File: config.mk
export PLATFORM = sky130hd
export DESIGN_NAME = reset_request_gen
export DESIGN_NICKNAME = d
export VERILOG_FILES = /design/src/rtl/reset_request_gen.sv
export SDC_FILE = /design/constraint.sdc
export NUM_CORES = 1
export LEC_CHECK = 0
export ABC_CLOCK_PERIOD_IN_PS = 2810
export CAP_MARGIN = 20
export CORE_UTILIZATION = 50
export DETAILED_ROUTE_END_ITERATION = 8
export PLACE_DENSITY = 0.76
export SETUP_SLACK_MARGIN = 0.1
export SYNTH_ARGS = -nofsm -noshare
export SYNTH_HDL_FRONTEND = slang
export SYNTH_SLANG_ARGS = --single-unit
File: constraint.sdc
create_clock -name clock -period 2.81 [get_ports clock]
set_input_delay 0.281 -clock clock [delete_from_list [all_inputs] [get_ports clock]]
set_output_delay 0.281 -clock clock [all_outputs]
set_load 0.02 [all_outputs]
File: src/rtl/reset_request_gen.sv
// Push-button reset request source: synchronises and debounces key_n, then classifies
// each accepted press as short (one-cycle soft_reset) or long (stretched hard_reset level).
module reset_request_gen #(
  parameter int unsigned DEBOUNCE_CYCLES = 1_000_000,
  parameter int unsigned LONG_CYCLES     = 100_000_000,
  parameter int unsigned HOLD_CYCLES     = 50_000_000,
  parameter int unsigned CNT_W           = 28
) (
  input  logic clock,
  input  logic reset_in,
  input  logic key_n,
  output logic key_level,
  output logic soft_reset,
  output logic hard_reset,
  output logic busy
);

  localparam logic [2:0] S_IDLE     = 3'd0;
  localparam logic [2:0] S_PRESS_DB = 3'd1;
  localparam logic [2:0] S_HELD     = 3'd2;
  localparam logic [2:0] S_REL_DB   = 3'd3;
  localparam logic [2:0] S_LONG     = 3'd4;
  localparam logic [2:0] S_LREL_DB  = 3'd5;
  localparam logic [2:0] S_STRETCH  = 3'd6;

  localparam logic [CNT_W-1:0] DB_LAST   = CNT_W'(DEBOUNCE_CYCLES - 1);
  localparam logic [CNT_W-1:0] LONG_LAST = CNT_W'(LONG_CYCLES - 1);
  localparam logic [CNT_W-1:0] HOLD_LAST = CNT_W'(HOLD_CYCLES - 1);
  localparam logic [CNT_W-1:0] CNT_MAX   = '1;
  localparam logic [CNT_W-1:0] CNT_ONE   = CNT_W'(1);

  logic [1:0]       sync_ff;
  logic [2:0]       state;
  logic [CNT_W-1:0] db_cnt;
  logic [CNT_W-1:0] hd_cnt;
  logic [CNT_W-1:0] db_inc;
  logic [CNT_W-1:0] hd_inc;
  logic             key_s;
  logic             db_done;

  assign key_s  = ~sync_ff[1];
  assign db_inc = (db_cnt == CNT_MAX) ? db_cnt : db_cnt + CNT_ONE;
  assign hd_inc = (hd_cnt == CNT_MAX) ? hd_cnt : hd_cnt + CNT_ONE;
  // The edge that leaves IDLE already saw one stable sample, so the window closes as
  // db_cnt reaches DEBOUNCE_CYCLES-1 (requires DEBOUNCE_CYCLES >= 2).
  assign db_done = (db_inc == DB_LAST);
  assign busy    = (state != S_IDLE);

  always_ff @(posedge clock or posedge reset_in) begin
    if (reset_in) begin
      sync_ff    <= 2'b11;
      state      <= S_IDLE;
      db_cnt     <= '0;
      hd_cnt     <= '0;
      key_level  <= 1'b0;
      soft_reset <= 1'b0;
      hard_reset <= 1'b0;
    end else begin
      sync_ff    <= {sync_ff[0], key_n};
      soft_reset <= 1'b0;
      case (state)
        S_IDLE: begin
          if (key_s) begin
            state  <= S_PRESS_DB;
            db_cnt <= '0;
          end
        end
        S_PRESS_DB: begin
          if (!key_s) begin
            state <= S_IDLE;
          end else begin
            db_cnt <= db_inc;
            if (db_done) begin
              state     <= S_HELD;
              key_level <= 1'b1;
              hd_cnt    <= '0;
            end
          end
        end
        S_HELD: begin
          if (key_s) begin
            if (hd_cnt == LONG_LAST) begin
              state      <= S_LONG;
              hard_reset <= 1'b1;
            end else begin
              hd_cnt <= hd_inc;
            end
          end else begin
            state  <= S_REL_DB;
            db_cnt <= '0;
          end
        end
        S_REL_DB: begin
          // hd_cnt is left untouched so a release bounce resumes the hold count
          if (key_s) begin
            state <= S_HELD;
          end else begin
            db_cnt <= db_inc;
            if (db_done) begin
              state      <= S_IDLE;
              key_level  <= 1'b0;
              soft_reset <= 1'b1;
            end
          end
        end
        S_LONG: begin
          hard_reset <= 1'b1;
          if (!key_s) begin
            state  <= S_LREL_DB;
            db_cnt <= '0;
          end
        end
        S_LREL_DB: begin
          if (key_s) begin
            state <= S_LONG;
          end else begin
            db_cnt <= db_inc;
            if (db_done) begin
              state     <= S_STRETCH;
              key_level <= 1'b0;
              hd_cnt    <= '0;
            end
          end
        end
        S_STRETCH: begin
          if (hd_cnt == HOLD_LAST) begin
            state      <= S_IDLE;
            hard_reset <= 1'b0;
          end else begin
            hd_cnt <= hd_inc;
          end
        end
        default: begin
          state      <= S_IDLE;
          key_level  <= 1'b0;
          hard_reset <= 1'b0;
        end
      endcase
    end
  end

endmodule

==> results of run 1 <==
[sequential cells by signal, summed over array words and instances (netlist names)]
register	count
soft_reset	1
db_cnt	28
hd_cnt	28
sync_ff	2
key_level	1
state	3
hard_reset	1
[metrics by stage]
stage | total power [mW] | setup WS, ns
6_report | 3.72 | -0.0912
5_1_grt | 3.90 | -0.194
3_3_place_gp | 2.64 | -0.198
2_1_floorplan | 2.11 | 0.104
4_1_cts | 3.58 | -0.0302
3_5_place_dp | 2.69 | -0.255
[synth_stat cells, drive strengths merged, types with 10 or more instances]
cell	count	area, um^2
nand3	27	135
inv	15	56.3
a21oi	28	140
a22o	15	131
nor2	38	145
o21ai	66	342
mux2i	15	150
o31ai	10	75.1
nand4	23	171
nand2	66	248
nor3	16	80.1
nor4	15	124
and3	15	93.8
dfrtp	62	1550
buf	19	114
clkbuf	21	81.3
[what timing repair did]
action,CTS,global route
hold buffers,0,0
buffers inserted,15,17
gates cloned,3,0
resized for setup,51,43
endpoints found under the setup margin,33,34
pin swaps,30,17
[kinds of logic after synthesis]
| kind of cell | after synthesis | synth area share (%) |
|---|---|---|
| adder cells (fa/ha/maj) | 7 | 1.88 |
| AO/OA/AOI/OAI | 179 | 25.2 |
| AND/OR/NAND/NOR | 238 | 27.7 |
| multiplexers | 15 | 3.23 |
| XOR/XNOR | 11 | 2.07 |
| flip-flops | 64 | 34.5 |
| buffers and inverters | 55 | 5.41 |
[critical path, cell delays in order, from the launching register on]
cell and delay, ns:
dfrtp_2 0.45, nand3_2 0.11, buf_4 0.15, or4_4 0.49
a211oi_4 0.28, xnor2_2 0.16, nor4b_4 0.33, and4_4 0.33
buf_6 0.15, mux2i_2 0.23, a211oi_2 0.10
[power by group]
part	leakage (nW)	internal, mW	total, mW	switching [mW]
clock network	0.0952	0.409	0.818	0.409
registers	0.860	1.00	1.09	0.0855
logic	1.83	0.646	1.81	1.17
total	2.78	2.06	3.72	1.66
[worst min-delay path by stage]
stage	from	end	slack, ns	cells past startpoint
6_report	reset_in	hard_reset$_DFFE_PP0P_	0.31	3
5_1_grt	key_n	sync_ff[0]$_DFF_PP1_	0.34	1
4_1_cts	reset_in	state[0]$_DFFE_PP0P_	0.33	3
3_5_place_dp	sync_ff[0]$_DFF_PP1_	sync_ff[1]$_DFF_PP1_	0.35	0
3_3_place_gp	sync_ff[0]$_DFF_PP1_	sync_ff[1]$_DFF_PP1_	0.35	0
2_1_floorplan	key_n	sync_ff[0]$_DFF_PP1_	0.29	0
[metal layers]
metal | up-vias | wire length, um | global-route usage (%)
met5 | - | 0 | 0
met4 | 0 | 498 | 14.6
met3 | 58 | 1400 | 5.53
met2 | 305 | 7550 | 54.1
met1 | 2520 | 6570 | 42.5
li1 | 2407 | - | -
[area by class of cell]
type	instances	share of cell area, %
Clock buffer	9	1.92
Clock inverter	7	1.12
Sequential cell	64	25.0
Tap cell	108	2.09
Inverter	15	0.873
Multi-Input combinational cell	451	49.0
Timing Repair Buffer	161	20.0
[layout by cell type, fill, tap and decap left out, types with 5 or more instances in the layout]
cell type	count
buf_4	140
nand2_1	64
o21ai_0	58
dfrtp_1	55
nor2_1	35
nand3_1	24
nand4_1	20
a21oi_1	20
a22o_1	15
inv_1	14
and3_1	14
mux2i_1	14
buf_6	13
nor3_1	12
o31ai_1	9
clkbuf_8	9
nor4_1	8
and2_1	7
o21bai_1	7
a31oi_1	7
dfrtp_2	7
o21ai_1	6
ha_1	6
clkdlybuf4s50_1	6
nor4_2	5
a21oi_2	5
==> results.md, run 1 <==
* Via/cell ratio at 6.49
* Die width at 98.4 um
* Post-route ant nets at 0
* Hold slack at 0.315 ns
* Top_reg_cell synth: dfrtp_1
* Register area share after synthesis at 34.5%
* Antenna diode count at 0
* Number of buffers created by CTS at 9
* Reg2reg start: db_cnt[16]$_DFFE_PP0P_
* Worst Hold Class: in2async
* Avg Cell Area, Syn at 8.17 um^2
* Worst EP required at 3.04 ns
* Initial DRC count at 452
* 1st-pass router iterations at 5
* Setup TNS at -0.415 ns
* # H-tree levels at 3
* Violated checks: negative setup slack
* Drt wl/cell at 19.7 um
* Hpwl dp at 10.8 mm
* Slew HR at 59.3%
* F_max at 345 MHz
* CORE AREA at 8850 um^2
* RSZ-0062 raised after global routing: true
* Fin. Hold Viols at 0
* Non-filler cells, final at 815
* Dpl cell area at 5610 um^2
* Clock transition at path regs at 0.08 ns
* Number of remaining DRC errors at 0
* Die height at 98.4 um
* Clock sink total at 64
* Syn Inst Count at 569
* Die Footprint at 9690 um^2
* Clock Skews at 0.0165 ns
* Vias in the first global route at 5105
* Layout cells sized above 1 at 35.1%
* Fillers at 643
* Placed Cells at 765
* CTS tree: done
* Critical path data arrival time at 3.13 ns
* Post-synth EDFFs at 0
* Post-layout min period at 2.90 ns
* Peak VDD IR at 555 uV
* Worst setup SP type: flop
* Worst setup margin at -0.0912 ns
* Root buffer cell: clkbuf_8
* First-pass GRT wire length at 25.1 mm
* Fin area at 6450 um^2
* Final core utilization at 72.9%
* Largest net degree at the start of global routing at 65
* Crit path from: db_cnt[16]$_DFFE_PP0P_
* Async S/R FF share, synth at 100%
* FF-to-FF End: hd_cnt[15]$_DFFE_PP0P_
* Period Utilization, post-route at 103%
* Critical Path Sink Type: flop
* R2r setup slk at -0.09 ns
* Status: finished, violations left
* Max Fanout on Critical Path at 7
* Number of buffers added on ports at 6
* FF+latch count, synth at 64
* Clk Latency, worst-skew pair at 0.36 ns
* Overall Global Routing Usage at 32.8%
* Footprint of the multi-input gates at 3160 um^2
* Max Cap Violations at 0
* Starting Density at 52.6%
* Grt ovf at 0
* RePlAce Congestion at 1.09
* Synth warnings at 0
* Nets@finish at 712
* Worst R2R Path Depth at 10
* Reg area at 1610 um^2
* Clk buf depth at 2
* Critical setup path kind: reg2reg
* Worst slew pin tran at 0.611 ns
* Post-synth cell types at 71
* Fin. max-slew vios at 0
* Post-Synthesis Net Count at 579
* Ports at 7
* Final WL at 16.0 mm
* Area delta synth->final at 38.7%
* Pwr Density at 576 nW/um^2
* Vias after detailed routing at 5290
* Final setup viols at 11
* Pleak at 2.78 nW
* Post-Syn Area at 4650 um^2
* Initial antenna violation count at 0
* CP endpoint: hd_cnt[15]$_DFFE_PP0P_
* Row Count at 34
(Power assumes the default switching activity.)
==> run 2: changes to the inputs <==
- TNS_END_PERCENT: not set -> 20
==> run 2 against run 1 <==
  * The run still ends with negative setup slack left
  * Register-to-register slack about the same
  * Combinational power about the same
  * First-iteration DRC count up 0.88%
  * Hold slack worse by 0.0059 ns
  * Clock skew about the same
  * Flip-flop and latch count unchanged
  * Non-clock buffer count down 6
  * Wire length down 1.3%
  * Critical path type unchanged
  * Critical endpoint unchanged
  * Highest routed layer unchanged
==> results.md, run 2 (same netlist as run 1, synthesis figures left out) <==
* Number of remaining DRC errors at 0
* Fin. max-slew vios at 0
* Logic pwr share at 48.5%
* Final setup viols at 18
* Vias in the first global route at 5084
* Die Footprint at 9690 um^2
* Hold slack at 0.309 ns
* Worst setup SP type: flop
* RePlAce Congestion at 1.09
* Violated checks: negative setup slack
* Critical setup path kind: reg2reg
* FF-to-FF End: hd_cnt[15]$_DFFE_PP0P_
* Initial antenna violation count at 0
* CP endpoint: hd_cnt[15]$_DFFE_PP0P_
* Setup TNS at -0.553 ns
* R2r setup slk at -0.1 ns
* Internal Pwr Total at 2.06 mW
* Drt wl/cell at 19.5 um
* Max Fanout on Critical Path at 5
* Largest net degree at the start of global routing at 65
* Slew HR at 62.7%
* 1st-pass router iterations at 5
* Peak VDD IR at 558 uV
* Worst Hold Class: in2async
* Grt ovf at 0
* Hold Buf Count CTS at 0
* Area delta synth->final at 38.1%
* Clock transition at path regs at 0.08 ns
* Worst setup margin at -0.0955 ns
* Row Count at 34
* Worst EP required at 3.04 ns
* F_max at 344 MHz
* Root buffer cell: clkbuf_8
* Status: finished, violations left
* CTS tree: done
* Clock sink total at 64
* P_sw at 1.64 mW
* Max Cap Violations at 0
* Period Utilization, post-route at 103%
* Number of buffers added on ports at 6
* Antenna diode count at 0
* Via/cell ratio at 6.51
* Most frequent cells in the layout: buf_4 (136), nand2_1 (63), o21ai_0 (61), dfrtp_1 (56), nor2_1 (35)
* Clk buf depth at 2
* Flop pwr share at 29.4%
* Largest registers: db_cnt x28, hd_cnt x28, state x3
* Critical Path Sink Type: flop
* First-pass GRT wire length at 24.9 mm
* Ports at 7
* Clock Skews at 0.0164 ns
* Most common cell after layout, fill and taps aside: buf_4
* Die width at 98.4 um
* Worst R2R Path Depth at 12
* Nets@finish at 706
* Number of buffers created by CTS at 9
* Pwr Density at 576 nW/um^2
* Vias after detailed routing at 5268
* Reg2reg start: db_cnt[1]$_DFFE_PP0P_
* Pre-CTS WS at -0.255 ns
* Tot Pwr at 3.70 mW
* Dpl cell area at 5610 um^2
* CORE AREA at 8850 um^2
* RSZ-0062 raised after global routing: true
* Pleak at 2.81 nW
* Hpwl dp at 10.8 mm
* Final WL at 15.8 mm
* Clock power frac at 22.1%
* Layout cells sized above 1 at 34.5%
* Fin. Hold Viols at 0
* Clk Latency, worst-skew pair at 0.36 ns
* Sw frac at 44.2%
* Starting Density at 52.6%
* Worst slew pin tran at 0.560 ns
* Fin area at 6420 um^2
* Die height at 98.4 um
* Crit path from: db_cnt[1]$_DFFE_PP0P_
* # H-tree levels at 3
* Initial DRC count at 456
* Critical path data arrival time at 3.14 ns
* Post-route ant nets at 0
* Overall Global Routing Usage at 32.5%
* Post-layout min period at 2.91 ns
[run 2: cell count changes in the layout (fill, tap and decap cells not counted), sizes merged]
cell  change
buf       -6
[run 2: area by class of cell]
class / instances / area, um^2
multi-input combinational: 451 / 3190
fill: 643 / 2420
sequential: 64 / 1610
timing repair buffer: 155 / 1240
tap: 108 / 135
clock buffer: 9 / 124
clock inverter: 7 / 72.6
inverter: 15 / 56.3
[run 2: worst max-delay path: stages, from the launching register on]
cell       delay, ns
dfrtp_1         0.43
buf_6           0.12
and4_4          0.24
buf_6           0.11
xor2_2          0.15
nand3_2         0.13
a2111oi_4       0.36
nor4bb_4        0.34
buf_4           0.15
and4_4          0.28
buf_6           0.15
mux2i_2         0.21
a211oi_2        0.09
[run 2: worst min-delay path by stage]
stage | from | to | slack, ns | depth (start not counted)
5_1_grt | key_n | sync_ff[0]$_DFF_PP1_ | 0.33 | 1
3_5_place_dp | sync_ff[0]$_DFF_PP1_ | sync_ff[1]$_DFF_PP1_ | 0.35 | 0
2_1_floorplan | key_n | sync_ff[0]$_DFF_PP1_ | 0.29 | 0
4_1_cts | reset_in | state[0]$_DFFE_PP0P_ | 0.33 | 3
6_report | reset_in | hard_reset$_DFFE_PP0P_ | 0.31 | 3
3_3_place_gp | sync_ff[0]$_DFF_PP1_ | sync_ff[1]$_DFF_PP1_ | 0.35 | 0
[run 2: what timing repair did]
| item | CTS | global route |
|---|---|---|
| setup buffers | 15 | 13 |
| setup endpoints to repair | 33 | 34 |
| resized for setup | 50 | 37 |
| pin swaps | 39 | 18 |
| cloned | 1 | 0 |
| endpoints found under the hold margin | 0 | 0 |
[run 2: power groups by stage]
stage	clock (mW)	sequential, mW	combinational (mW)
after global routing	0.865	1.10	1.92
after detailed placement	0	1.10	1.58
after floorplan	0	1.10	1.02
after global placement	0	1.09	1.55
after CTS	0.826	1.08	1.67
final	0.816	1.09	1.80
[run 2: per-stage QoR]
| step | utilization, % | cells |
|---|---|---|
| floorplan | - | 569 |
| global placement | 63.4 | 765 |
| detailed placement | 63.4 | 765 |
| CTS | 69.4 | 796 |
| global route | 72.6 | 809 |
| finish | 72.6 | 809 |
[run 2: routing by layer]
layer / up-vias / track usage, % / part of all wire, %
met2: 295 / 53.4 / 48
met4: 0 / 14.8 / 3.4
li1: 2397 / - / -
met3: 59 / 5.46 / 8.2
met1: 2517 / 42.3 / 41
met5: - / 0 / 0
